## config.mk

```make
export PLATFORM = sky130hd
export DESIGN_NAME = rf_writeback
export DESIGN_NICKNAME = d
export VERILOG_FILES = /design/src/rtl/core_pkg.sv /design/src/rtl/rf_writeback_if.sv /design/src/rtl/wb_fifo.sv /design/src/rtl/rf_writeback.sv
export SDC_FILE = /design/constraint.sdc
export NUM_CORES = 1
export LEC_CHECK = 0
export ABC_AREA = 1
export CAP_MARGIN = 20
export CORE_MARGIN = 5
export CORE_UTILIZATION = 45
export DETAILED_ROUTE_END_ITERATION = 6
export PLACE_DENSITY_LB_ADDON = 0.12
export RECOVER_POWER = 25
export SYNTH_ARGS = -nofsm -noshare
export SYNTH_HDL_FRONTEND = slang
export SYNTH_SLANG_ARGS = --single-unit
```

## constraint.sdc

```tcl
create_clock -name clk_i -period 2.8 [get_ports clk_i]
set_input_delay 0.56 -clock clk_i [delete_from_list [all_inputs] [get_ports clk_i]]
set_output_delay 0.56 -clock clk_i [all_outputs]
set_load 0.02 [all_outputs]
```

## src/rtl/core_pkg.sv

```systemverilog
// Shared writeback types: load funct3 encodings, the buffered result entry,
// and the load-data formatter used before results enter the writeback FIFO.
package core_pkg;

  localparam int unsigned XLEN  = 32;
  localparam int unsigned REG_W = 5;

  // RV32I load funct3 encodings
  localparam logic [2:0] LB  = 3'b000;
  localparam logic [2:0] LH  = 3'b001;
  localparam logic [2:0] LW  = 3'b010;
  localparam logic [2:0] LBU = 3'b100;
  localparam logic [2:0] LHU = 3'b101;

  typedef struct packed {
    logic [REG_W-1:0] rd;
    logic [XLEN-1:0]  data;
  } wb_entry_t;

  // Extract and extend the addressed byte/halfword; unknown codes pass the word
  function automatic logic [XLEN-1:0] format_load(input logic [2:0]      funct3,
                                                  input logic [1:0]      byte_off,
                                                  input logic [XLEN-1:0] rdata);
    logic [7:0]      b;
    logic [15:0]     h;
    logic [XLEN-1:0] res;
    case (byte_off)
      2'd0:    b = rdata[7:0];
      2'd1:    b = rdata[15:8];
      2'd2:    b = rdata[23:16];
      default: b = rdata[31:24];
    endcase
    h = byte_off[1] ? rdata[31:16] : rdata[15:0];
    case (funct3)
      LB:      res = {{24{b[7]}}, b};
      LBU:     res = {24'b0, b};
      LH:      res = {{16{h[15]}}, h};
      LHU:     res = {16'b0, h};
      default: res = rdata;
    endcase
    return res;
  endfunction

endpackage

```

## src/rtl/rf_writeback_if.sv

```systemverilog
// Push/pop channel between the writeback arbiter (master) and the result
// FIFO (slave).
//   push/push_entry : enqueue request and payload (ignored while full)
//   pop             : dequeue the head this cycle (ignored while empty)
//   head            : current head entry
//   full/empty      : derived from registered occupancy
interface rf_writeback_if;
  import core_pkg::*;

  logic      push;
  wb_entry_t push_entry;
  logic      pop;
  wb_entry_t head;
  logic      full;
  logic      empty;

  modport master (output push, push_entry, pop, input head, full, empty);
  modport slave  (input push, push_entry, pop, output head, full, empty);
endinterface

```

## src/rtl/wb_fifo.sv

```systemverilog
// Result buffer for the register-file writeback path.
//   clk, rst_n : clock, asynchronous active-low reset (empties the FIFO)
//   fifo_if    : slave side of the push/pop channel
// DEPTH must be a power of two so pointers wrap naturally.
module wb_fifo #(
  parameter int unsigned DEPTH = 2
) (
  input  logic           clk,
  input  logic           rst_n,
  rf_writeback_if.slave  fifo_if
);
  import core_pkg::*;

  localparam int unsigned PTR_W = (DEPTH > 1) ? $clog2(DEPTH) : 1;
  localparam int unsigned CNT_W = PTR_W + 1;

  wb_entry_t        mem [DEPTH];
  logic [PTR_W-1:0] wptr;
  logic [PTR_W-1:0] rptr;
  logic [CNT_W-1:0] count;
  logic             push_ok;
  logic             pop_ok;

  // Full is occupancy-only: a same-cycle pop never frees room for a push
  assign fifo_if.full  = (count == CNT_W'(DEPTH));
  assign fifo_if.empty = (count == '0);
  assign fifo_if.head  = mem[rptr];

  assign push_ok = fifo_if.push && !fifo_if.full;
  assign pop_ok  = fifo_if.pop && !fifo_if.empty;

  // Pointers and occupancy
  always_ff @(posedge clk or negedge rst_n) begin
    if (!rst_n) begin
      wptr  <= '0;
      rptr  <= '0;
      count <= '0;
    end else begin
      if (push_ok) wptr <= PTR_W'(wptr + 1'b1);
      if (pop_ok)  rptr <= PTR_W'(rptr + 1'b1);
      count <= CNT_W'(count + CNT_W'(push_ok) - CNT_W'(pop_ok));
    end
  end

  // Storage needs no reset: entries are only read once counted valid
  always_ff @(posedge clk) begin
    if (push_ok) mem[wptr] <= fifo_if.push_entry;
  end

endmodule

```

## src/rtl/rf_writeback.sv

```systemverilog
// Register-file writeback stage: arbitrates ALU and load results (load has
// fixed priority), formats load data, buffers results in wb_fifo, drains one
// per cycle into registered RF write outputs, and keeps a pending-write
// scoreboard.
//   clk_i, rst_ni                 : clock, asynchronous active-low reset
//   alu_valid_i/ready_o/rd/data   : ALU result channel
//   lsu_valid_i/ready_o/rd/rdata/funct3/byte_off : load result channel
//   iss_valid_i, iss_rd_i         : issue marks destination busy
//   busy_o                        : pending-write scoreboard (bit 0 always 0)
//   rf_we_o/rf_waddr_o/rf_wdata_o : registered register-file write port
module rf_writeback
  import core_pkg::*;
#(
  parameter int unsigned FIFO_DEPTH = 2
) (
  input  logic        clk_i,
  input  logic        rst_ni,
  input  logic        alu_valid_i,
  output logic        alu_ready_o,
  input  logic [4:0]  alu_rd_i,
  input  logic [31:0] alu_data_i,
  input  logic        lsu_valid_i,
  output logic        lsu_ready_o,
  input  logic [4:0]  lsu_rd_i,
  input  logic [31:0] lsu_rdata_i,
  input  logic [2:0]  lsu_funct3_i,
  input  logic [1:0]  lsu_byte_off_i,
  input  logic        iss_valid_i,
  input  logic [4:0]  iss_rd_i,
  output logic [31:0] busy_o,
  output logic        rf_we_o,
  output logic [4:0]  rf_waddr_o,
  output logic [31:0] rf_wdata_o
);

  rf_writeback_if fifo_if ();

  wb_fifo #(.DEPTH(FIFO_DEPTH)) u_fifo (
    .clk     (clk_i),
    .rst_n   (rst_ni),
    .fifo_if (fifo_if)
  );

  logic        lsu_acc;
  logic        alu_acc;
  logic        push;
  wb_entry_t   push_entry;
  logic [31:0] busy_next;

  // Handshake: load wins; ALU stalls whenever a load is offered
  assign lsu_ready_o = !fifo_if.full;
  assign alu_ready_o = !fifo_if.full && !lsu_valid_i;
  assign lsu_acc     = lsu_valid_i && lsu_ready_o;
  assign alu_acc     = alu_valid_i && alu_ready_o;

  // Select the accepted result; x0 writes are consumed but never buffered
  always_comb begin
    push       = 1'b0;
    push_entry = '0;
    if (lsu_acc) begin
      push            = (lsu_rd_i != '0);
      push_entry.rd   = lsu_rd_i;
      push_entry.data = format_load(lsu_funct3_i, lsu_byte_off_i, lsu_rdata_i);
    end else if (alu_acc) begin
      push            = (alu_rd_i != '0);
      push_entry.rd   = alu_rd_i;
      push_entry.data = alu_data_i;
    end
  end

  assign fifo_if.push       = push;
  assign fifo_if.push_entry = push_entry;
  assign fifo_if.pop        = !fifo_if.empty;

  // Drain the head every cycle it exists; address/data hold between writes
  always_ff @(posedge clk_i or negedge rst_ni) begin
    if (!rst_ni) begin
      rf_we_o    <= 1'b0;
      rf_waddr_o <= '0;
      rf_wdata_o <= '0;
    end else begin
      rf_we_o <= fifo_if.pop;
      if (fifo_if.pop) begin
        rf_waddr_o <= fifo_if.head.rd;
        rf_wdata_o <= fifo_if.head.data;
      end
    end
  end

  // Scoreboard: clear on the completing write, then set on issue (set wins)
  always_comb begin
    busy_next = busy_o;
    if (rf_we_o) busy_next[rf_waddr_o] = 1'b0;
    if (iss_valid_i && (iss_rd_i != '0)) busy_next[iss_rd_i] = 1'b1;
    busy_next[0] = 1'b0;
  end

  always_ff @(posedge clk_i or negedge rst_ni) begin
    if (!rst_ni) busy_o <= '0;
    else         busy_o <= busy_next;
  end

endmodule
```

After elaboration in Yosys (flattened, before gate mapping)
Memory sizes are Yosys's and may differ from the RTL's. A register that Yosys moved wholly into a read port is not among the register bits. Index checks and enable logic that the tools add are counted.

Flip-flop bits (word level): 36. RAM bits: 74. Input bits: 89. Output and inout bits: 72. Word-level logic and storage cells: 56. Memories kept: 1.

Memory list: u_fifo.mem (words 2, bits a word 37, rd ports 1, clocked after Yosys merged registers in 1, wr ports 1, RTL line wb_fifo.sv:17) `wb_entry_t mem [DEPTH];`.

Add/sub/neg operators: 4. Order comparisons: 4. Equality and inequality tests: 6. Mux-type cells: 15. Bitwise operators: 3. Reduce and logical (&&, ||, !) cells: 18.

Operators by type and width (number): 32-bit one-hot mux with 4 select lines (1); 37-bit 2-to-1 mux (2); 32-bit 2-to-1 mux (2); 32-bit AND (1); 32-bit inverter (1); 32-bit bitwise OR (1); 8-bit one-hot mux with 3 select lines (1); 16-bit 2-to-1 mux (1); 5-bit nonzero test (3); 5-bit by 6-bit < comparator with 1-bit output, second input constant (2); 1-bit demux with 5-bit select (2); 5-bit by 1-bit >= comparator with 1-bit output, second input constant (2); 1-bit logical AND (7); 3-bit == test, second input constant (2); 1-bit 2-to-1 mux (6); 1-bit zero test (5); 2-bit == test, second input constant (2); 2-bit zero test (2); 3-bit by 1-bit == test with 1-bit output, second input constant (1); 3-bit zero test (1); 1-bit adder, second input constant (2); 2-bit by 1-bit adder with 2-bit output (1); 2-bit by 1-bit == test with 1-bit output, second input constant (1); 2-bit by 1-bit subtractor with 2-bit output (1).

Longest topological paths before layout
Gate-level depths: netlist (run 1).

Depth after elaboration: 9. Mapped depth: 11. Depth with buffers taken out: 9.

Cells and area by module
From an unflattened synthesis (run 1), not the netlist that was laid out.

Cells, all modules: 775. Area total of the unflattened synthesis: 6835.3 um2.

By module, submodules not included: rf_writeback (instances 1, cells each 548, area an instance 3892.5 um2, seq. area each 1726.7 um2); wb_fifo (instances 1, cells each 227, area an instance 2942.8 um2, seq. area each 2322.2 um2).

Worst setup path before layout (run 1)
No wires, ideal clock.

Path type: in2reg. From: input port lsu_valid_i. To: memory u_fifo.mem[1][0] (netlist bit), enable pin. Library setup time: 431 ps. Arrival time: 2644 ps. Required time: 2369 ps. Setup slack: -275 ps. Cell stages on the path: 7. Buffers on the path: 0. Cell sequence: inv_1 > nand2_1 > nor2_4 > o21ai_1 > nand2_1 > nand2_1 > nor2_1.

Longest elaborated chain between the ends: 8. Elaborated cells between the ends (all ways): 9. Those cells by class: 4 x mux; 5 x reduce/logical.

Ends and longest elaborated chain: from (decl) (RTL line rf_writeback.sv:22) `input logic lsu_valid_i,`; 1-bit zero test (RTL line rf_writeback.sv:52) `assign alu_ready_o = !fifo_if.full && !lsu_valid_i;`; 1-bit logical AND (RTL line rf_writeback.sv:52); 1-bit logical AND (RTL line rf_writeback.sv:54) `assign alu_acc = alu_valid_i && alu_ready_o;`; 1-bit 2-to-1 mux (RTL line rf_writeback.sv:64) `end else if (alu_acc) begin`; 1-bit 2-to-1 mux (*) (RTL line rf_writeback.sv:60) `if (lsu_acc) begin`; 1-bit logical AND (*) (RTL line wb_fifo.sv:29) `assign push_ok = fifo_if.push && !fifo_if.full;`; 1-bit 2-to-1 mux (*) (RTL line wb_fifo.sv:47) `if (push_ok) mem[wptr] <= fifo_if.push_entry;`; 1-bit 2-to-1 mux (implied by the code) (*) (RTL line wb_fifo.sv:47); to (decl) (RTL line wb_fifo.sv:17).

Every way passes the cells marked *; elsewhere a longest branch is shown, timed or not.

Final worst setup path (run 1)
From: register u_fifo.count[1]. To: register rf_wdata_o[17], read port of u_fifo.mem.

Longest elaborated chain between the ends: 2.

Ends and longest elaborated chain: from (decl) (RTL line wb_fifo.sv:20) `logic [CNT_W-1:0] count;`; from (signal assigned) (RTL line wb_fifo.sv:41) `count <= CNT_W'(count + CNT_W'(push_ok) - CNT_W'(pop_ok));`; 2-bit zero test (RTL line wb_fifo.sv:26) `assign fifo_if.empty = (count == '0);`; 1-bit zero test (no source line); to (decl) (RTL line rf_writeback.sv:33) `output logic [31:0] rf_wdata_o`.

Every way passes these cells. A chain may end at the register's enable or synchronous reset.

==> out/metrics.yaml, run 1 <==
detailed_routing:
  drt_iter0_markers: 580
  wirelength_um: 18950
  detailroute.via_count: 5709
  wl_per_cell_um: 18.01
  drt_drc_violations_left: 0
  dr.pass1.iters: 5
  final_antenna_net_count: 0
  routed_via_density: 5.427
clock_network:
  clk_latency_ns: 0.42
  cts_made_buffers: 17
  cts_tree: "done"
  cts.sinks: 147
  post_cts_buffers: 0
  root_buffer: "clkbuf_16"
  cts.clk_slew.worst_paths_ns: 0.06
  htree_num_levels: 4
  post_cts_resized: 0
  clock_path_buffers: 2
  cts_hold_buf: 0
floorplanning:
  rows: 44
  num_io_pins: 161
  initial_utilization_pct: 45.56
  die-area_sq_um: 17120
  fp.dieW_um: 130.8
  core_area_sq_um: 14420
  die_h_um: 130.8
global_routing:
  grtUsageTotal_pct: 22.18
  grt_pass1_wl_um: 29270
  antenna_found_initial: 0
  gr-total-overflow: 0
  grt_pass1_vias: 5679
  grt_max_degree: 74
min_path:
  min_path_type: "flip-flop to flip-flop"
  worstHoldStart: "u_fifo.wptr"
  hold_end: "u_fifo.wptr"
  hold-path-cell-count: 2
worst_setup_path:
  cp-end-kind: "flip-flop"
  r2r-start: "u_fifo.count[1]"
  reg2reg_depth: 4
  crit_path_max_fanout: 25
  cp_data_arrival_time_ns: 2.74
  crit_type: "flip-flop to flip-flop"
  rrSetupSlack_ns: 0.39
  required_ns: 3.13
  r2r-end: "rf_wdata_o[17]"
  start_kind: "flip-flop"
yosys:
  synth_nets: 784
  synth_cell_types: 28
  ys_ff_latch: 147
  ys_warn_count: 0
  seq_area_frac_synth_pct: 61.61
  syn_avg_cell_area_sq_um: 9.455
  synth_area_leaders: "edfxtp_1 34%, dfrtp_1 28%, nand2_1 11%"
  synth_top_area_cell: "edfxtp_1"
  syn_inst: 695
  netlist_area_sq_um: 6571
  synth_top_area_share_pct: 33.82
placement:
  place_congestion: 1.050
  port_buffers: 159
  hpwl_um: 13220
power:
  internal_power_w: 0.005321
  p_switching_w: 0.002757
  power_density_nw_per_um2: 907.7
  power.share.sequential_pct: 39.8
  vdd_drop_max_mv: 0.4541
  swShare_pct: 34.13
  pwr-share-clk_pct: 26.2
  comb_power_share_pct: 34.0
  p_leak_nw: 3.746
finish:
  fillCellCount: 1222
  fin_util_pct: 61.69
  drive_above_1_share_pct: 7.028
  mostFrequentLayoutCell: "nand2_1"
  fin_nets: 945
  final_cell_mix: "192 x nand2_1, 157 x clkdlybuf4s50_1, 83 x a21oi_1"
  syn2layout_area_growth_pct: 35.42
  antenna-diode-count: 0
timing:
  period_share_pct: 86.14
  rsz0062_at_grt: "no"
  setup_viol: 0
  slew_headroom_pct: -2.270
  fin_setup_tns_ns: 0
  period_minus_slack_ns: 2.412
  fmax_mhz: 414.6
  finalHoldViolations: 0
  worstMarginPinSlew_ns: 1.528
  fin_skew_ns: 0.004834
  slew_viol_final: 21
run_status:
  violations: "capacitance limit, slew limit"
  outcome: "complete, but fails checks"
flow_run:
  cap_violations: 1
## cell usage after synthesis, drive strengths merged
master / n
a21oi: 83
a22oi: 5
buf: 22
clkbuf: 10
conb: 1
dfrtp: 73
edfxtp: 74
inv: 41
nand2: 199
nand3: 51
nor2: 47
nor3: 1
o211ai: 3
o21ai: 75
o22ai: 5
or2: 4
xor2: 1
## power groups by stage
stage	sequential (W)	clock [W]	combinational [W]
2_1_floorplan	0.00370	0	0.000863
3_3_place_gp	0.00323	0	0.00270
3_5_place_dp	0.00325	0	0.00275
4_1_cts	0.00322	0.00213	0.00276
5_1_grt	0.00328	0.00223	0.00294
6_report	0.00322	0.00211	0.00275
## critical path: stages (launching register included)
cell and delay, ns:
dfrtp_1 0.40, nor2_1 1.15, buf_4 0.51, a21oi_1 0.07
a21oi_1 0.18
## metal layers
layer | vias up | global-route usage, % | share of wire [%]
li1 | 2676 | - | -
met1 | 2738 | 29.44 | 42
met2 | 270 | 36.42 | 48
met3 | 25 | 5.854 | 8.8
met4 | 0 | 5.868 | 1.4
met5 | - | 0 | 0
## metrics by stage
| step | total power, W | instances | cell area (sq um) | hold slack (ns) | setup WS [ns] |
|---|---|---|---|---|---|
| 2_1_floorplan | 0.004560 | 695 | 6574 | 0.2644 | 0.3350 |
| 4_1_cts | 0.008109 | 1050 | 8892 | 0.3345 | 0.4176 |
| 5_1_grt | 0.008449 | 1052 | 8899 | 0.5196 | 0.2388 |
| 3_5_place_dp | 0.006006 | 1019 | 8346 | 0.4661 | 0.2914 |
| 3_3_place_gp | 0.005932 | 1019 | 8346 | 0.4538 | 0.3706 |
| 6_report | 0.008078 | 1052 | 8899 | 0.4788 | 0.3882 |
## flip-flops by register name, indices dropped and copies added (netlist names)
| signal | count |
|---|---|
| busy_o | 31 |
| u_fifo.count | 2 |
| rf_waddr_o | 5 |
| rf_wdata_o | 32 |
| u_fifo.mem | 74 |
| u_fifo.rptr | 1 |
| rf_we_o | 1 |
| u_fifo.wptr | 1 |
## how the worst max path moves through the flow
stage                                    to               from  slack (ns)  depth (start not counted)
after floorplan            u_fifo.mem[1][0]        lsu_valid_i        0.34                          7
after global placement    u_fifo.mem[0][16]  lsu_byte_off_i[1]        0.37                         10
after detailed placement  u_fifo.mem[0][31]  lsu_byte_off_i[1]        0.29                         10
after CTS                       alu_ready_o        lsu_valid_i        0.42                          5
after global routing         rf_wdata_o[18]    u_fifo.count[1]        0.24                          4
final                        rf_wdata_o[17]    u_fifo.count[1]        0.39                          4
## kinds of logic (layout without fill, tap and decap cells)
kind of cell / Yosys count / count (layout) / synth area share [%]
other: 1 / 1 / 0.05707
buffers and inverters: 73 / 246 / 5.160
AOI/OAI and AO/OA: 171 / 171 / 13.42
xor gates and xnor gates: 1 / 1 / 0.1333
DFF: 147 / 147 / 61.61
and+or+nand+nor: 302 / 302 / 19.61
## cell type report
class | count | area (sq um) | area share, %
flip-flops and latches | 147 | 4049 | 45.50
multi-input cells | 475 | 2188 | 24.59
repair buffers | 174 | 1725 | 19.39
clock buffers | 23 | 467.9 | 5.259
well taps | 184 | 230.2 | 2.587
inverters | 41 | 158.9 | 1.786
clock inverters | 8 | 78.83 | 0.8858
(Power assumes the default switching activity.)
==> inputs of run 2 (changes only) <==
Settings changed: SETUP_SLACK_MARGIN set to 0.4, SKIP_LAST_GASP set to 1.
Clock period 2.8 ns to 2 ns, I/O delays scaled along.
==> run 2 against run 1 <==
Net effect: the flow now finishes without violations; combinational power is 41% higher; critical path depth is 5 higher; design area is 8.1% higher; non-clock buffer count is 46 higher; routed wire length is 7.9% higher; flip-flop and latch count stayed put; register-to-register slack worse by 0.19 ns; fmax is 34% higher; clock skew is 0.0027 ns higher; worst setup slack worse by 0.19 ns; via count is 5.3% higher; clock power is 33% higher; critical endpoint is now u_fifo.mem[0][35]; largest cell class unchanged.
==> out/metrics.yaml, run 2 (same netlist as run 1, synthesis figures left out) <==
global_routing:
  grt_pass1_wl_um: 30680  # was 29270 um
  gr-total-overflow: 0  # unchanged
  grt_max_degree: 44  # was 74
  met1_usage_pct: 32.42  # was 29.44%
  grt_pass1_vias: 5859  # was 5679
  grtUsageTotal_pct: 23.87  # was 22.18%
  antenna_found_initial: 0  # unchanged
  top_usage_layer: "met2"  # unchanged
  use_met3_pct: 5.610  # was 5.854%
  grt_util_met2_pct: 37.86  # was 36.42%
finish:
  fin_nets: 995  # was 945
  mostFrequentLayoutCell: "nand2_1"  # unchanged
  top_register: "u_fifo.mem"  # unchanged
  drive_above_1_share_pct: 15.23  # was 7.028%
  reg_top3: "u_fifo.mem (74), rf_wdata_o (32), busy_o (31)"  # unchanged
  syn2layout_area_growth_pct: 46.42  # was 35.42%
  fin_util_pct: 66.71  # was 61.69%
  antenna-diode-count: 0  # unchanged
  largest_register_ffs: 74  # unchanged
  final_cell_mix: "186 x nand2_1, 83 x a21oi_1, 83 x clkdlybuf4s50_1"  # was 192 x nand2_1, 157 x clkdlybuf4s50_1, 83 x a21oi_1
  fillCellCount: 1178  # was 1222
  seq_area_sq_um: 4050  # was 4049 sq um
  multi_input_area_sq_um: 2330  # was 2188 sq um
placement:
  place_congestion: 0.9114  # was 1.050
  hpwl_um: 13540  # was 13220 um
  place_ws_ns: -0.7657  # was 0.2914 ns
  port_buffers: 159  # unchanged
run_status:
  outcome: "complete, no violations"  # was complete, but fails checks
worst_setup_path:
  start_kind: "flip-flop"  # unchanged
  crit_type: "flip-flop to flip-flop"  # unchanged
  r2r-start: "u_fifo.count[1]"  # unchanged
  cp.buffers_inverters: 5  # was 1
  cp-end-kind: "flip-flop"  # unchanged
  required_ns: 2.19  # was 3.13 ns
  slowest_delay_ns: 0.41  # was 1.15 ns
  rrSetupSlack_ns: 0.19  # was 0.39 ns
  cp_slowest_cell: "dfrtp_1"  # was nor2_1
  crit_chain: "nand2_4, nand2_2, inv_1, nand3_2, nand3_4, clkinvlp_4, buf_6, buf_12, buf_16"  # was nor2_1, buf_4, a21oi_1, a21oi_1
  critPathTopFamily: "buffers and inverters"  # was simple AND/OR/NAND/NOR gates
  r2r-end: "u_fifo.mem[0][35]"  # was rf_wdata_o[17]
  crit_path_max_fanout: 5  # was 25
  cp_data_arrival_time_ns: 2.00  # was 2.74 ns
  reg2reg_depth: 9  # was 4
clock_network:
  htree_num_levels: 4  # unchanged
  cts_tree: "done"  # unchanged
  root_buffer: "clkbuf_16"  # unchanged
  clk_latency_ns: 0.43  # was 0.42 ns
  cts_made_buffers: 17  # unchanged
  cts.sinks: 147  # unchanged
  clock_path_buffers: 2  # unchanged
  cts.clk_slew.worst_paths_ns: 0.06  # about the same
power:
  pwr-share-clk_pct: 25.2  # was 26.2%
  vdd_drop_max_mv: 0.5838  # was 0.4541 mV
  power.share.sequential_pct: 40.1  # was 39.8%
  comb_power_share_pct: 34.7  # was 34.0%
  internal_power_w: 0.007153  # was 0.005321 W
  swShare_pct: 35.83  # was 34.13%
  p_leak_nw: 4.179  # was 3.746 nW
  power_density_nw_per_um2: 1159  # was 907.7 nW/um^2
  p_switching_w: 0.003994  # was 0.002757 W
timing:
  finalHoldViolations: 0  # unchanged
  slew_viol_final: 0  # was 21
  slew_headroom_pct: 35.52  # was -2.270%
  fmax_mhz: 553.8  # was 414.6 MHz
  rsz0062_at_grt: "yes"  # was no
  period_minus_slack_ns: 1.806  # was 2.412 ns
  whs_ns: 0.4932  # was 0.4788 ns
  fin_skew_ns: 0.007568  # was 0.004834 ns
  period_share_pct: 90.28  # was 86.14%
  worstMarginPinSlew_ns: 0.9672  # was 1.528 ns
  setup_ws_ns: 0.1944  # was 0.3882 ns
  fin_setup_tns_ns: 0  # unchanged
  setup_viol: 0  # unchanged
floorplanning:
  fp.dieW_um: 130.8  # unchanged
  rows: 44  # unchanged
  die_h_um: 130.8  # unchanged
  num_io_pins: 161  # unchanged
  die-area_sq_um: 17120  # unchanged
  core_area_sq_um: 14420  # unchanged
  initial_utilization_pct: 45.56  # unchanged
detailed_routing:
  drt_drc_violations_left: 0  # unchanged
  wl_per_cell_um: 18.53  # was 18.01 um
  detailroute.via_count: 6009  # was 5709
  final_antenna_net_count: 0  # unchanged
  routed_via_density: 5.448  # was 5.427
  wirelength_um: 20440  # was 18950 um
  dr.pass1.iters: 7  # was 5
  drt_iter0_markers: 579  # was 580
min_path:
  hold-path-cell-count: 2  # unchanged
  hold_end: "u_fifo.wptr"  # unchanged
  min_path_type: "flip-flop to flip-flop"  # unchanged
  worstHoldStart: "u_fifo.wptr"  # unchanged
flow_run:
  cap_violations: 0  # was 1
==> run 2: cell types whose count changed in the layout (fill, tap and decap cells not counted), moves of 8 or more <==
cell,change
buf_6,+8
buf_12,+11
dlygate4sd2_1,+63
clkdlybuf4s50_1,-74
buf_16,+8
buf_4,+20
==> run 2: per-layer routing <==
layer  part of all wire [%]  wire, um
met5                      0         0
met4                    2.2       442
met3                    7.8      1596
met2                     47      9693
met1                     43      8707
==> run 2: worst max path at each step <==
| stage | end | startpoint | depth (start not counted) |
|---|---|---|---|
| global route | u_fifo.mem[0][30] | u_fifo.count[1] | 10 |
| floorplan | u_fifo.mem[1][0] | u_fifo.count[0] | 8 |
| global placement | u_fifo.mem[1][4] | lsu_valid_i | 8 |
| finish | u_fifo.mem[0][35] | u_fifo.count[1] | 9 |
| CTS | u_fifo.mem[0][30] | u_fifo.count[1] | 10 |
| detailed placement | u_fifo.mem[1][16] | lsu_valid_i | 8 |
==> run 2: worst register-to-register path, stage by stage, from the launching register on <==
cell        delay (ns)
dfrtp_1           0.41
nand2_4           0.13
nand2_2           0.11
inv_1             0.14
nand3_2           0.12
nand3_4           0.12
clkinvlp_4        0.12
buf_6             0.15
buf_12            0.13
buf_16            0.13
==> run 2: cell type report <==
class	count	area share, %
Tap cell	184	2.393
Timing Repair Buffer	220	24.19
Clock buffer	19	4.499
Inverter	41	1.704
Multi-Input combinational cell	479	24.21
Sequential cell	147	42.09
Clock inverter	13	0.9103
==> run 2: stage by stage <==
stage / power, W / instances / cell area (sq um)
4_1_cts: 0.01114 / 1095 / 9467
6_report: 0.01115 / 1103 / 9622
3_5_place_dp: 0.008440 / 1039 / 8559
2_1_floorplan: 0.006390 / 695 / 6598
3_3_place_gp: 0.008336 / 1038 / 8532
5_1_grt: 0.01172 / 1103 / 9622
==> run 2: repair_timing <==
action,CTS,global route
gates resized for setup,110,26
setup buffers,15,5
hold buffers,1,0
endpoints found under the hold margin,34,0
cloned,8,3
pin swaps,3,4
endpoints found under the setup margin,205,160
==> run 2: power by group through the flow <==
stage / registers (W) / logic [W] / clock network, W
2_1_floorplan: 0.00517 / 0.00122 / 0
3_3_place_gp: 0.00451 / 0.00383 / 0
3_5_place_dp: 0.00455 / 0.00389 / 0
4_1_cts: 0.00446 / 0.00383 / 0.00285
5_1_grt: 0.00456 / 0.00418 / 0.00298
6_report: 0.00447 / 0.00387 / 0.00281
